<file path="src/rtl/mmu_pkg.sv">
// Shared definitions for the MMU front-end: default element width and
// the activation feeder's sequencing states.
package mmu_pkg;

    localparam int DEFAULT_DATA_WIDTH = 16;

    typedef enum logic [1:0] {
        IDLE   = 2'd0,
        STREAM = 2'd1,
        DRAIN  = 2'd2
    } feeder_state_e;

endpackage

</file>
<file path="src/rtl/skew_delay_line.sv">
// Fixed-latency shift line used to delay one array row by DEPTH cycles.
// DEPTH=0 collapses to a plain wire.
module skew_delay_line
    import mmu_pkg::*;
#(
    parameter int DEPTH = 1,
    parameter int WIDTH = 1
) (
    input  logic             clk,
    input  logic             rstn,
    input  logic [WIDTH-1:0] d_i,
    output logic [WIDTH-1:0] q_o
);

    generate
        if (DEPTH == 0) begin : g_wire
            assign q_o = d_i;
        end else begin : g_regs
            logic [WIDTH-1:0] stage_q [DEPTH];

            always_ff @(posedge clk or negedge rstn) begin
                if (!rstn) begin
                    for (int i = 0; i < DEPTH; i++) stage_q[i] <= '0;
                end else begin
                    stage_q[0] <= d_i;
                    for (int i = 1; i < DEPTH; i++) stage_q[i] <= stage_q[i-1];
                end
            end

            assign q_o = stage_q[DEPTH-1];
        end
    endgenerate

endmodule

</file>
<file path="src/rtl/act_skew_feeder.sv">
// Buffers activation vectors and feeds the PE array rows with a diagonal
// skew, leaving an all-idle gap after each tile for shadow-weight promotion.
module act_skew_feeder
    import mmu_pkg::*;
#(
    parameter int DATA_WIDTH = DEFAULT_DATA_WIDTH,
    parameter int ROWS       = 4,
    parameter int FIFO_DEPTH = 4
) (
    input  logic                       clk,
    input  logic                       rstn,
    input  logic                       in_valid,
    output logic                       in_ready,
    input  logic [ROWS*DATA_WIDTH-1:0] in_data,
    input  logic                       in_last,
    output logic [ROWS-1:0]            out_en,
    output logic [ROWS*DATA_WIDTH-1:0] out_data,
    output logic                       busy,
    output logic                       done
);

    localparam int VEC_W = ROWS * DATA_WIDTH;
    localparam int PTR_W = $clog2(FIFO_DEPTH);
    localparam int CNT_W = $clog2(ROWS);

    logic [VEC_W:0]   fifoMem_q [FIFO_DEPTH];
    logic [PTR_W-1:0] wrPtr_q, rdPtr_q;
    logic [PTR_W:0]   count_q;
    logic             fifoFull, fifoEmpty, push, pop;
    logic [VEC_W:0]   head;

    feeder_state_e    state_q, state_d;
    logic [CNT_W-1:0] drainCnt_q, drainCnt_d;
    logic             done_q, done_d;

    logic             stage0En_q;
    logic [VEC_W-1:0] stage0Data_q;
    logic [DATA_WIDTH:0] rowTap [ROWS];

    // Readiness comes only from the registered count, so a full FIFO stays
    // closed even in a cycle where it is also popped.
    assign fifoFull  = (count_q == (PTR_W+1)'(FIFO_DEPTH));
    assign fifoEmpty = (count_q == '0);
    assign in_ready  = rstn && !fifoFull;
    assign push      = in_valid && in_ready;
    assign head      = fifoMem_q[rdPtr_q];

    always_ff @(posedge clk) begin
        if (push) fifoMem_q[wrPtr_q] <= {in_last, in_data};
    end

    always_ff @(posedge clk or negedge rstn) begin
        if (!rstn) begin
            wrPtr_q <= '0;
            rdPtr_q <= '0;
            count_q <= '0;
        end else begin
            if (push) wrPtr_q <= wrPtr_q + PTR_W'(1);
            if (pop)  rdPtr_q <= rdPtr_q + PTR_W'(1);
            case ({push, pop})
                2'b10:   count_q <= count_q + (PTR_W+1)'(1);
                2'b01:   count_q <= count_q - (PTR_W+1)'(1);
                default: count_q <= count_q;
            endcase
        end
    end

    always_ff @(posedge clk or negedge rstn) begin
        if (!rstn) begin
            state_q    <= IDLE;
            drainCnt_q <= '0;
            done_q     <= 1'b0;
        end else begin
            state_q    <= state_d;
            drainCnt_q <= drainCnt_d;
            done_q     <= done_d;
        end
    end

    // DRAIN holds off pops for ROWS cycles so the last vector reaches the
    // bottom row before the next tile can start.
    always_comb begin
        state_d    = state_q;
        drainCnt_d = drainCnt_q;
        done_d     = 1'b0;
        pop        = 1'b0;
        case (state_q)
            IDLE, STREAM: begin
                if (!fifoEmpty) begin
                    pop        = 1'b1;
                    drainCnt_d = '0;
                    state_d    = head[VEC_W] ? DRAIN : STREAM;
                end
            end
            DRAIN: begin
                if (drainCnt_q == CNT_W'(ROWS - 1)) begin
                    state_d = IDLE;
                    done_d  = 1'b1;
                end else begin
                    drainCnt_d = drainCnt_q + CNT_W'(1);
                end
            end
            default: state_d = IDLE;
        endcase
    end

    // Data is held on bubbles, so every delayed row also holds its value.
    always_ff @(posedge clk or negedge rstn) begin
        if (!rstn) begin
            stage0En_q   <= 1'b0;
            stage0Data_q <= '0;
        end else begin
            stage0En_q <= pop;
            if (pop) stage0Data_q <= head[VEC_W-1:0];
        end
    end

    assign rowTap[0] = {stage0En_q, stage0Data_q[0 +: DATA_WIDTH]};

    generate
        for (genvar r = 1; r < ROWS; r++) begin : g_row
            skew_delay_line #(
                .DEPTH (r),
                .WIDTH (DATA_WIDTH + 1)
            ) u_delay (
                .clk  (clk),
                .rstn (rstn),
                .d_i  ({stage0En_q, stage0Data_q[r*DATA_WIDTH +: DATA_WIDTH]}),
                .q_o  (rowTap[r])
            );
        end
    endgenerate

    always_comb begin
        out_en   = '0;
        out_data = '0;
        for (int r = 0; r < ROWS; r++) begin
            out_en[r]                          = rowTap[r][DATA_WIDTH];
            out_data[r*DATA_WIDTH +: DATA_WIDTH] = rowTap[r][DATA_WIDTH-1:0];
        end
    end

    assign done = done_q;
    assign busy = (state_q != IDLE) || !fifoEmpty || done_q;

endmodule
</file>
<file path="config.mk">
export PLATFORM = sky130hd
export DESIGN_NAME = act_skew_feeder
export DESIGN_NICKNAME = d
export VERILOG_FILES = /design/src/rtl/mmu_pkg.sv /design/src/rtl/skew_delay_line.sv /design/src/rtl/act_skew_feeder.sv
export SDC_FILE = /design/constraint.sdc
export NUM_CORES = 1
export LEC_CHECK = 0
export ABC_CLOCK_PERIOD_IN_PS = 4700
export BUFFER_PORTS_ARGS = -buffer_cell sky130_fd_sc_hd__buf_4
export CORE_ASPECT_RATIO = 1.75
export CORE_MARGIN = 4
export CORE_UTILIZATION = 55
export DETAILED_ROUTE_END_ITERATION = 10
export PLACE_DENSITY = 0.85
export SLEW_MARGIN = 40
export SYNTH_ARGS = -nofsm -noshare
export SYNTH_HDL_FRONTEND = slang
export SYNTH_SLANG_ARGS = --single-unit
</file>
<file path="constraint.sdc">
create_clock -name clk -period 4.7 [get_ports clk]
set_input_delay 0.47 -clock clk [delete_from_list [all_inputs] [get_ports clk]]
set_output_delay 0.47 -clock clk [all_outputs]
set_load 0.02 [all_outputs]
</file>
# == Word level (Yosys, flattened, before mapping) ==
# Memories as Yosys holds them, arrays and structs flattened.
# Index checks and enable logic that the tools add are counted.
# totals
regBits,179
ramBits,260
input_bits,68
out_inout_bits,71
wordCells,57
mem_count,1
# op_classes
n_addsub,5
n_eq_ne,9
n_mux,14
n_reduce_logical,14
# mem_list
name,depth,width,read_ports,rd_ports_with_merged_regs,write_ports,line_no,text
fifoMem_q,4,65,1,0,1,act_skew_feeder.sv:26,logic [VEC_W:0] fifoMem_q [FIFO_DEPTH];
# ops
op,count
two-way mux 2 bit,5
one-hot mux 2 bit (2 select lines),2
adder 2 x 1 -> 2 bit (second input constant),3
equality test 2 bit (second input constant),3
two-way mux 1 bit,6
!= test 2 bit (second input constant),3
one-hot mux 3 bit (2 select lines),1
nonzero test 2 bit,3
equality test 2 x 1 -> 1 bit (second input constant),2
adder 3 x 1 -> 3 bit (second input constant),1
equality test 3 bit (second input constant),1
logical NOT 3 bit,1
AND reduction 3 bit,1
subtractor 3 x 1 -> 3 bit (second input constant),1
logical AND 1 bit,2
logical NOT 1 bit,2
logical NOT 2 bit,1
logical OR 1 bit,2
AND reduction 2 bit,1
OR reduction 2 bit,1

# == Depth between registers and ports, before layout ==
# Gate-level depths: netlist (run 1).
# logic_depth
ltp_word,6
depth_mapped,9

# == By module ==
# From an unflattened synthesis (run 1), not the netlist that was laid out.
# unflattened
hier_cells,684
hier_area_um2,15474.8
# by_module_without_submodules
mod,n_inst,cells_per_inst,area_each_um2,seq_area_each_um2
act_skew_feeder,1,548,12667.1,9734.3
skew_delay_line (g_row[3].u_delay),1,68,1403.8,1276.2
skew_delay_line (g_row[2].u_delay),1,51,978.4,850.8
skew_delay_line (g_row[1].u_delay),1,17,425.4,425.4

# == Worst setup path before layout (run 1) ==
# No wires, ideal clock.
# synth_timing
kind,register -> register
start,register count_q[0]
end,"memory fifoMem_q[0][0] (netlist name), enable pin"
setup_ns,0.430
arrival_time_ns,2.349
required_ns,4.270
setup_slack_ns,1.921
stages_incl_launch_ff,3
path_buffers,0
synth_period_minus_slack_ns,2.779
path_cell_list,dfrtp_1 -> o311a_1 -> and2_1
# synth_via
elab_chain_cells,6
# synth_lines
element,line_no,text
from (decl),act_skew_feeder.sv:28,logic [PTR_W:0] count_q;
from (signal assigned),act_skew_feeder.sv:61,2'b10: count_q <= count_q + (PTR_W+1)'(1);
from (signal assigned),act_skew_feeder.sv:62,2'b01: count_q <= count_q - (PTR_W+1)'(1);
from (signal assigned),act_skew_feeder.sv:63,default: count_q <= count_q;
equality test 3 bit,act_skew_feeder.sv:42,assign fifoFull = (count_q == (PTR_W+1)'(FIFO_DEPTH));
logical NOT 1 bit,act_skew_feeder.sv:44,assign in_ready = rstn && !fifoFull;
logical AND 1 bit,act_skew_feeder.sv:44,
logical AND 1 bit,act_skew_feeder.sv:45,assign push = in_valid && in_ready;
two-way mux 1 bit,act_skew_feeder.sv:49,"if (push) fifoMem_q[wrPtr_q] <= {in_last, in_data};"
two-way mux 1 bit (not written as such),act_skew_feeder.sv:49,
to (decl),act_skew_feeder.sv:26,
# No other way between the ends.

# == Final worst setup path (run 1) ==
# layout_timing
start,input rstn
end,"memory fifoMem_q[3][35] (netlist name), enable pin"
# layout_via
elab_chain_cells,4
# layout_lines
element,line_no,text
from (decl),act_skew_feeder.sv:11,"input logic rstn,"
logical AND 1 bit,act_skew_feeder.sv:44,
logical AND 1 bit,act_skew_feeder.sv:45,
two-way mux 1 bit,act_skew_feeder.sv:49,
two-way mux 1 bit (not written as such),act_skew_feeder.sv:49,
# No other way between the ends.

==> flow_metrics.env, run 1 <==
export IMPL_setup_viol=0
export IMPL_core_mm2=0.02733
export IMPL_root_buffer="clkbuf_16"
export IMPL_synth_fa_ha_area_share_pct=0.6221
export IMPL_grt_overflow_total=0
export IMPL_cp_end_kind="register"
export IMPL_cts_tree="built"
export IMPL_synth_edf_count=260
export IMPL_synth_main_ff_cell="edfxtp_1"
export IMPL_antenna_found_initial=1
export IMPL_dr_total_vias=6328
export IMPL_hp_class="input pin to register"
export IMPL_crit_path_start_kind="input pin"
export IMPL_synth_mux_area_share_pct=15.19
export IMPL_die_y_um=228.5
export IMPL_portBuffers=138
export IMPL_synth_commonest_cells="edfxtp_1 (260), dfrtp_1 (176), mux4_2 (65)"
export IMPL_syn2layout_area_growth_pct=16.31
export IMPL_outcome="finished, final reports clean"
export IMPL_critPathMaxStageDelay_ns=0.56
export IMPL_die_w_um=134.0
export IMPL_yosysWarnings=0
export IMPL_crit_path_top_delay_cell="dlygate4sd3_1"
export IMPL_first_global_vias=7052
export IMPL_dr_first_iter_drc_count=396
export IMPL_drt_first_pass_iters=4
export IMPL_syn_avg_cell_area_um2=22.98
export IMPL_ant_nets=0
export IMPL_finalPower_mw=11.80
export IMPL_final_nets=873
export IMPL_finalHoldViolations=0
export IMPL_drc=0
export IMPL_power_density_mw_per_mm2=663.5
export IMPL_finalCritPeriodShare_pct=52.25
export IMPL_nFillCells=1745
export IMPL_synth_nets=740
export IMPL_ir_drop_v=0.0004316
export IMPL_grt_pass1_wl_mm=40.71
export IMPL_ys_types=32
export IMPL_p_leak_nw=6.693
export IMPL_slew_headroom_pct=43.89
export IMPL_critPathTopFamily="buffers and inverters"
export IMPL_synth_area_top_cells="edfxtp_1 (51%), dfrtp_1 (29%), mux4_2 (9.6%)"
export IMPL_drive_gt1_share_pct=42.23
export IMPL_ios=139
export IMPL_start_util_pct=55.93
export IMPL_avgRoutedWirePerCell_um=21.38
export IMPL_cp_num_buf_inv=3
export IMPL_yosysMostFrequentCell="edfxtp_1"
export IMPL_htree_levels=2
export IMPL_viasPerCell=5.300
export IMPL_synth_compound_area_share_pct=0.2701
export IMPL_timing_fmax_ghz=0.4072
export IMPL_cts_sinks=436
export IMPL_drv_cap=0
export IMPL_clkTransAtPathRegs_ns=0.07
export IMPL_cp_max_fo=43
export IMPL_hpwl_mm=15.53
export IMPL_yosys_area_top_type="edfxtp_1"
export IMPL_fin_tns_setup_ns=0
export IMPL_synth_seq_area_share_pct=79.90
export IMPL_cts_max_path_buffers=3
export IMPL_synth_top_area_share_pct=51.08
export IMPL_ys_ff_latch=436
export IMPL_synth_top_family_by_area="multiplexers"
export IMPL_cp_required_ns=4.91
export IMPL_synth_xor_area_share_pct=0.3438
export IMPL_critPathArrivalTime_ns=2.66
export IMPL_clk_latency_ns=0.52
export IMPL_grt_max_degree=76
export IMPL_wl_mm=25.53
export IMPL_cp_cell_sequence="dlygate4sd3_1, clkbuf_8, o311a_1, and2_4, buf_12"
export IMPL_syn_area_mm2=0.01528
export IMPL_path_class="input pin to register"
export IMPL_fin_crit_ns=2.456
export IMPL_skew_ns=0.01097
export IMPL_async_flop_share_pct=40.37
export IMPL_num_rows=80
export IMPL_synth_cells=665
export IMPL_grt_usage_pct=17.45
export IMPL_dieArea_mm2=0.03063
export IMPL_synth_simple_area_share_pct=0.6876
export IMPL_rsz0062_at_grt="false"
export IMPL_drv_slew=0
export IMPL_numCtsBuffers=37
export IMPL_worstMarginPinSlew_ns=0.8416
export IMPL_gp_congestion=0.6970
-- worst register-to-register path: cells and delay by family, from the launching register on --
family   cells  cell delay [ns]
mux          2             0.81
flops        1             0.70
buf+inv      2             0.55
-- per-stage QoR --
step                      hold WS [ns]  std cells  setup WS, ns  util (%)  instance area (um^2)
after floorplan                 0.1744        665         1.921         -                 15280
after global placement          0.3314       1119         2.208     60.04                 16410
after detailed placement        0.3347       1127         2.254     60.65                 16570
after CTS                       0.1268       1193         2.202     65.04                 17770
after global routing            0.1224       1194         2.062     65.06                 17780
final                           0.1439       1194         2.244     65.06                 17780
-- layout make-up --
cell class | instances | area, um^2 | share of cell area [%]
timing repair buffer | 152 | 1261 | 7.094
inverter | 4 | 15.01 | 0.08445
antenna | 1 | 2.502 | 0.01408
sequential | 436 | 12220 | 68.73
tap | 369 | 461.7 | 2.597
multi-input combinational | 167 | 2631 | 14.80
clock inverter | 21 | 225.2 | 1.267
clock buffer | 44 | 962.2 | 5.412
-- power breakdown --
group          leakage, nW  internal [mW]  switching [mW]
Combinational         1.71           1.71            1.43
Sequential            4.41           5.12           0.532
Clock                0.569           1.70            1.31
-- flip-flops by register name (all words and copies together) (netlist names) --
| register | cells |
|---|---|
| fifoMem_q | 260 |
| stage0Data_q | 64 |
| g_row.u_delay.q_o | 51 |
| g_row.u_delay.g_regs.stage_q | 48 |
| count_q | 3 |
| drainCnt_q | 2 |
| rdPtr_q | 2 |
| state_q | 2 |
| wrPtr_q | 2 |
| done | 1 |
| stage0En_q | 1 |
-- placed cells by master, fill, tap and decap left out, types with 3 or more instances in the layout --
cell type,n
buf_6,3
clkbuf_1,6
clkbuf_16,37
o21ai_0,3
ha_1,6
bufinv_16,4
and2_4,4
dfrtp_1,174
mux2_2,38
inv_1,4
buf_4,139
clkinvlp_4,4
mux2_4,28
buf_12,8
edfxtp_1,260
mux4_2,65
xnor2_1,4
clkinv_2,7
-- repair_timing --
item | 4_1_cts | 5_1_grt
hold endpoints to repair | 39 | 0
gates resized for setup | 0 | 0
hold buffers | 1 | 0
buffers inserted | 0 | 0
-- kinds of logic (layout without fill, tap and decap cells) --
kind of cell,after synthesis,after routing
AOI/OAI and AO/OA,6,6
xor gates and xnor gates,6,6
adders and majority gates,7,7
buffers and inverters,62,221
DFF,436,436
muxes,132,132
other,0,1
and+or+nand+nor,16,16
-- per-layer routing --
layer	vias to the layer above	GRT usage (%)	share of wire (%)
li1	2790	-	-
met5	-	0	0
met3	51	3.590	4.8
met4	0	6.210	3.1
met1	3323	21.29	37
met2	164	30.90	55
-- path summary, 6_finish.rpt --
kind / start / end / slack [ns] / cells past startpoint
worst min register to register: g_row[3].u_delay.g_regs.stage_q[44] / g_row[3].u_delay.g_regs.stage_q[27] / 0.34 / 0
worst max-delay path: rstn / fifoMem_q[3][35] / 2.24 / 5
min in group asynchronous: rstn / g_row[2].u_delay.q_o[11] / 0.46 / 2
worst min-delay path: in_last / fifoMem_q[1][64] / 0.14 / 1
max in group asynchronous: rstn / rdPtr_q[0] / 3.17 / 3
worst max register to register: rdPtr_q[0] / stage0Data_q[47] / 2.53 / 4
(Power assumes the default switching activity.)
==> inputs of run 2 (changes only) <==
--- a/config.mk
+++ b/config.mk
@@ -5,13 +5,14 @@
 export SDC_FILE = /design/constraint.sdc
 export NUM_CORES = 1
 export LEC_CHECK = 0
-export ABC_CLOCK_PERIOD_IN_PS = 4700
+export ABC_AREA = 1
+export ABC_CLOCK_PERIOD_IN_PS = 2240
 export BUFFER_PORTS_ARGS = -buffer_cell sky130_fd_sc_hd__buf_4
 export CORE_ASPECT_RATIO = 1.75
 export CORE_MARGIN = 4
-export CORE_UTILIZATION = 55
+export CORE_UTILIZATION = 54
 export DETAILED_ROUTE_END_ITERATION = 10
-export PLACE_DENSITY = 0.85
+export PLACE_DENSITY = 0.86
 export SLEW_MARGIN = 40
 export SYNTH_ARGS = -nofsm -noshare
 export SYNTH_HDL_FRONTEND = slang
==> constraint.sdc (replaced) <==
create_clock -name clk -period 2.24 [get_ports clk]
set_input_delay 0.224 -clock clk [delete_from_list [all_inputs] [get_ports clk]]
set_output_delay 0.224 -clock clk [all_outputs]
set_load 0.02 [all_outputs]
==> flow_metrics.env, run 2 <==
export IMPL_outcome="finished, final reports clean"
export IMPL_hp_class="input pin to async pin"
export IMPL_clk_latency_ns=0.53
export IMPL_start_util_pct=54.78
export IMPL_dr_total_vias=10788
export IMPL_synth_cells=1503
export IMPL_drv_slew=0
export IMPL_first_global_vias=11273
export IMPL_synth_nets=1578
export IMPL_postLayoutCoreUtil_pct=64.94
export IMPL_power_density_mw_per_mm2=1314
export IMPL_ant_nets=0
export IMPL_finalPower_mw=26.23
export IMPL_pre_cts_slack_ns=0.3838
export IMPL_r2r_start="count_q[1]"
export IMPL_yosysWarnings=0
export IMPL_final_nets=1750
export IMPL_ios=139
export IMPL_synth_edf_count=260
export IMPL_wl_mm=36.78
export IMPL_hpwl_mm=20.28
export IMPL_cp_end_kind="register"
export IMPL_timing_fmax_ghz=0.5331
export IMPL_slew_headroom_pct=54.72
export IMPL_rsz0062_at_grt="false"
export IMPL_cp_num_buf_inv=1
export IMPL_cts_sinks=436
export IMPL_crit_path_start_kind="register"
export IMPL_cts_tree="built"
export IMPL_core_mm2=0.03074
export IMPL_root_buffer="clkbuf_16"
export IMPL_grt_usage_pct=21.46
export IMPL_ys_types=24
export IMPL_finalHoldViolations=0
export IMPL_avgRoutedWirePerCell_um=17.52
export IMPL_num_rows=85
export IMPL_antenna_found_initial=8
export IMPL_grt_max_degree=132
export IMPL_numCtsBuffers=36
export IMPL_die_w_um=141.5
export IMPL_crit_path_frequent_cell="nand2_1"
export IMPL_setup_slack_ns=0.3643
export IMPL_rrSetupSlack_ns=0.36
export IMPL_critPathTopFamily="adder cells"
export IMPL_fin_crit_ns=1.876
export IMPL_htree_levels=2
export IMPL_final_cell_mix="nand2_1 (537), inv_1 (270), edfxtp_1 (260), dfrtp_1 (174), buf_4 (147)"
export IMPL_viasPerCell=5.137
export IMPL_drc=0
export IMPL_worstMarginPinSlew_ns=0.6792
export IMPL_cp_required_ns=2.66
export IMPL_cts_max_path_buffers=3
export IMPL_ir_drop_v=0.0009129
export IMPL_p_leak_nw=9.488
export IMPL_hold_ws_ns=0.3410
export IMPL_syn2layout_area_growth_pct=18.54
export IMPL_synth_top_area_share_pct=46.37
export IMPL_dr_first_iter_drc_count=839
export IMPL_reg2regPathDepth=9
export IMPL_largest_reg_flops=260
export IMPL_fin_cells=2100
export IMPL_placed_cells=1960
export IMPL_setup_viol=0
export IMPL_portBuffers=138
export IMPL_path_class="register to register"
export IMPL_synth_area_top_cells="edfxtp_1 (46%), dfrtp_1 (26%), nand2_1 (12%)"
export IMPL_ys_ff_latch=436
export IMPL_grt_overflow_total=0
export IMPL_r2r_end="count_q[2]"
export IMPL_cp_max_fo=4
export IMPL_async_flop_share_pct=40.37
export IMPL_post_cts_buffers=0
export IMPL_yosys_area_top_type="edfxtp_1"
export IMPL_critPathArrivalTime_ns=2.29
export IMPL_cp_cell_sequence="nor2_4, nand2_1, nand2_4, inv_2, ha_1, fa_1, nand2_1, nand3_1, xor2_1"
export IMPL_drv_cap=0
export IMPL_dieArea_mm2=0.03418
export IMPL_die_y_um=241.6
export IMPL_synth_main_ff_cell="edfxtp_1"
export IMPL_gp_congestion=0.7549
export IMPL_drt_first_pass_iters=8
export IMPL_mostFrequentLayoutCell="nand2_1"
export IMPL_crit_path_top_delay_cell="dfrtp_1"
export IMPL_skew_ns=0.01260
export IMPL_critPathMaxStageDelay_ns=0.44
export IMPL_synth_commonest_cells="nand2_1 (537), inv_1 (271), edfxtp_1 (260)"
export IMPL_top_register="fifoMem_q"
export IMPL_syn_area_mm2=0.01684
export IMPL_finalCritPeriodShare_pct=83.74
export IMPL_yosysMostFrequentCell="nand2_1"
export IMPL_syn_avg_cell_area_um2=11.20
export IMPL_clkTransAtPathRegs_ns=0.07
export IMPL_grt_pass1_wl_mm=57.70
export IMPL_drive_gt1_share_pct=13.40
export IMPL_synth_seq_area_share_pct=72.53
==> run 2: changes by cell type after synthesis, moves of 4 or more <==
cell | before | now
nand2_1 | 2 | 537
inv_1 | 4 | 271
nand3_1 | 0 | 135
mux4_2 | 65 | 0
mux2_2 | 38 | 0
mux2_4 | 28 | 0
buf_2 | 8 | 26
buf_6 | 1 | 16
buf_4 | 39 | 48
nor2_1 | 1 | 7
and2_1 | 4 | 0
==> run 2: per-layer routing <==
layer | wire length, um | part of all wire (%) | global-route usage [%]
met1 | 12750 | 35 | 24.15
met2 | 19760 | 54 | 37.98
met3 | 2147 | 5.8 | 3.222
met4 | 2120 | 5.8 | 12.91
met5 | 0 | 0 | 0
==> run 2: worst max-delay path by stage <==
stage                from               to  slack (ns)  cells after the start
3_3_place_gp   count_q[1]       count_q[2]        0.48                      9
5_1_grt        count_q[1]       count_q[2]        0.25                     10
3_5_place_dp   count_q[1]       count_q[2]        0.38                      9
4_1_cts        count_q[1]       count_q[2]        0.37                      9
6_report       count_q[1]       count_q[2]        0.36                      9
2_1_floorplan  count_q[0]  fifoMem_q[0][0]       -0.70                      4
==> run 2: kinds of logic (layout without fill, tap and decap cells) <==
logic type	Yosys count	count (layout)	share of synthesized area, %
compound gates	6	6	0.2080
xor+xnor	4	4	0.2081
fa+ha+maj	7	7	0.5648
buf+inv	367	565	10.17
flops	436	436	72.53
other cells	0	8	0
simple gates	683	683	16.32
==> run 2: timing repair <==
action / in CTS / in global routing
hold buffers: 67 / 0
hold endpoints to repair: 339 / 0
gates resized for setup: 0 / 0
==> run 2: final cells by class <==
cell class              count  area (um^2)
clock buffers              46        999.7
inverters                 273         1027
clock inverters            18        220.2
repair buffers            228         2038
fillers                  2018        10780
diodes                      8        20.02
well taps                 391        489.2
flip-flops and latches    436        12220
multi-input cells         700         2948
==> run 2: power by group <==
part | internal (mW) | switching [mW] | total (mW) | leakage (nW)
Clock | 3.75 | 2.76 | 6.51 | 0.600
Combinational | 2.74 | 5.48 | 8.22 | 4.37
Sequential | 10.6 | 0.881 | 11.5 | 4.52
==> run 2: per-stage QoR <==
stage               area (um^2)  setup TNS (ns)
floorplan                 16850         -181.70
global placement          17990               0
detailed placement        18020               0
CTS                       19910               0
global route              19960               0
finish                    19960               0
==> run 2: worst register-to-register path, delay by kind of cell, from the launching register on <==
family        cells  cell delay, ns
buf+inv           1            0.05
simple gates      5            0.49
xor+xnor          1            0.15
fa+ha+maj         2            0.62
flops             1            0.44
==> inputs of run 3 (changes only) <==
--- a/config.mk
+++ b/config.mk
@@ -6,13 +6,13 @@
 export NUM_CORES = 1
 export LEC_CHECK = 0
 export ABC_AREA = 1
-export ABC_CLOCK_PERIOD_IN_PS = 2240
+export ABC_CLOCK_PERIOD_IN_PS = 1800
 export BUFFER_PORTS_ARGS = -buffer_cell sky130_fd_sc_hd__buf_4
 export CORE_ASPECT_RATIO = 1.75
 export CORE_MARGIN = 4
-export CORE_UTILIZATION = 54
+export CORE_UTILIZATION = 55
 export DETAILED_ROUTE_END_ITERATION = 10
-export PLACE_DENSITY = 0.86
+export PLACE_DENSITY = 0.84
 export SLEW_MARGIN = 40
 export SYNTH_ARGS = -nofsm -noshare
 export SYNTH_HDL_FRONTEND = slang
==> constraint.sdc (replaced) <==
create_clock -name clk -period 1.8 [get_ports clk]
set_input_delay 0.18 -clock clk [delete_from_list [all_inputs] [get_ports clk]]
set_output_delay 0.18 -clock clk [all_outputs]
set_load 0.02 [all_outputs]
==> flow_metrics.env, run 3 (synthesis results as in run 2) <==
export IMPL_outcome="finished, final reports clean"
export IMPL_placed_cells=1958
export IMPL_crit_path_start_kind="register"
export IMPL_final_nets=1754
export IMPL_syn2layout_area_growth_pct=19.36
export IMPL_rrSetupSlack_ns=0.03
export IMPL_drt_first_pass_iters=5
export IMPL_seqPwrFrac_pct=43.6
export IMPL_fin_tns_setup_ns=0
export IMPL_die_w_um=140.3
export IMPL_cp_required_ns=2.25
export IMPL_mostFrequentLayoutCell="nand2_1"
export IMPL_numCtsBuffers=37
export IMPL_skew_ns=0.01843
export IMPL_clkTransAtPathRegs_ns=0.07
export IMPL_grt_max_degree=113
export IMPL_ir_drop_v=0.001088
export IMPL_grt_usage_pct=21.11
export IMPL_drive_gt1_share_pct=14.12
export IMPL_fin_cells=2095
export IMPL_grt_pass1_wl_mm=55.88
export IMPL_power_frac_clock_pct=24.9
export IMPL_wl_mm=35.50
export IMPL_path_class="register to register"
export IMPL_ios=139
export IMPL_num_rows=84
export IMPL_p_comb_share_pct=31.5
export IMPL_viasPerCell=5.083
export IMPL_cts_sinks=436
export IMPL_cp_max_fo=4
export IMPL_die_y_um=239.5
export IMPL_slew_headroom_pct=57.08
export IMPL_p_leak_nw=9.530
export IMPL_fin_crit_ns=1.769
export IMPL_drv_slew=0
export IMPL_setup_viol=0
export IMPL_cts_tree="built"
export IMPL_finalCritPeriodShare_pct=98.29
export IMPL_seqCellArea_mm2=0.01222
export IMPL_p_sw_share_pct=34.51
export IMPL_core_mm2=0.03016
export IMPL_critPathTopFamily="adder cells"
export IMPL_p_sw_mw=11.33
export IMPL_start_util_pct=55.82
export IMPL_crit_path_top_delay_cell="dfrtp_1"
export IMPL_multiInputGateArea_mm2=0.002980
export IMPL_dr_first_iter_drc_count=778
export IMPL_dr_total_vias=10648
export IMPL_cp_num_buf_inv=2
export IMPL_grt_overflow_total=0
export IMPL_power_density_mw_per_mm2=1634
export IMPL_timing_fmax_ghz=0.5652
export IMPL_clk_latency_ns=0.54
export IMPL_drc=0
export IMPL_internal_power_mw=21.51
export IMPL_cts_max_path_buffers=3
export IMPL_dieArea_mm2=0.03359
export IMPL_hp_class="input pin to async pin"
export IMPL_finalHoldViolations=0
export IMPL_worstMarginPinSlew_ns=0.6438
export IMPL_nFillCells=1977
export IMPL_antenna_found_initial=1
export IMPL_hpwl_mm=19.43
export IMPL_cp_end_kind="register"
export IMPL_critPathArrivalTime_ns=2.22
export IMPL_drv_cap=0
export IMPL_htree_levels=2
export IMPL_first_global_vias=11113
export IMPL_top_register="fifoMem_q"
export IMPL_portBuffers=138
export IMPL_ant_nets=0
export IMPL_final_cell_mix="nand2_1 (535), inv_1 (270), edfxtp_1 (260), dfrtp_1 (174), buf_4 (144)"
export IMPL_cp_cell_sequence="nor2_4, nand2_2, nand2_4, inv_4, ha_4, fa_2, inv_1, nand2_1, nand3_1, xor2_1"
export IMPL_critPathMaxStageDelay_ns=0.41
export IMPL_gp_congestion=0.7981
export IMPL_root_buffer="clkbuf_16"
export IMPL_avgRoutedWirePerCell_um=16.94
export IMPL_largest_reg_flops=260
## run 3: changes by cell type in the layout (fill, tap and decap cells not counted), moves of 2 or more
cell / before / now
nand2_2: 0 / 2
nand2_1: 537 / 535
clkinvlp_4: 1 / 4
buf_12: 10 / 17
buf_4: 147 / 144
clkbuf_1: 5 / 2
diode_2: 8 / 1
## run 3: area by class of cell
| cell class | instances | area share, % |
|---|---|---|
| Antenna cell | 1 | 0.01245 |
| Clock buffer | 43 | 4.918 |
| Clock inverter | 24 | 1.314 |
| Inverter | 273 | 5.124 |
| Multi-Input combinational cell | 700 | 14.83 |
| Sequential cell | 436 | 60.80 |
| Tap cell | 387 | 2.409 |
| Timing Repair Buffer | 231 | 10.59 |
## run 3: through the flow
stage	area [um^2]	hold slack, ns	power (mW)	setup slack [ns]	util (%)
3_3_place_gp	18130	0.3312	23.85	0.07173	60.10
3_5_place_dp	18130	0.3347	24.40	-0.001977	60.10
5_1_grt	20100	0.3469	34.63	-0.04047	66.63
2_1_floorplan	16880	-0.1156	21.49	-0.3381	-
4_1_cts	20060	0.3433	32.78	0.02800	66.49
6_report	20100	0.3457	32.84	0.03079	66.63
## run 3: path summary, 6_finish.rpt
path | startpoint | end | depth (start not counted)
max in group asynchronous | rstn | stage0Data_q[15] | 3
worst max-delay path | count_q[1] | count_q[2] | 10
worst max register to register | count_q[1] | count_q[2] | 10
worst min-delay path | rstn | g_row[2].u_delay.q_o[13] | 3
worst min register to register | g_row[2].u_delay.g_regs.stage_q[20] | g_row[2].u_delay.q_o[3] | 0
min in group clk | g_row[2].u_delay.g_regs.stage_q[20] | g_row[2].u_delay.q_o[3] | 0
## run 3: timing repair
| item | in CTS | in global routing |
|---|---|---|
| setup buffers | 0 | 2 |
| pin swaps | 2 | 5 |
| setup endpoints to repair | 1 | 1 |
| hold buffers | 67 | 0 |
| endpoints found under the hold margin | 438 | 0 |
| resized for setup | 2 | 3 |
## run 3: worst min-delay path, delay by kind of cell
| family | cells | cell delay, ns |
|---|---|---|
| buf+inv | 3 | 1.18 |
## run 3: power by group through the flow
stage	sequential [mW]	combinational (mW)	clock, mW
finish	14.3	10.4	8.18
CTS	14.3	10.2	8.28
floorplan	14.5	6.98	0
detailed placement	14.5	9.93	0
global placement	14.4	9.47	0
global route	14.5	11.4	8.69
## run 3: layer usage
layer,vias up,track usage [%],wire length [um]
li1,4955,-,-
met1,5189,24.09,12800
met2,408,39.20,19410
met3,96,3.036,2084
met4,0,9.080,1209
met5,-,0,0
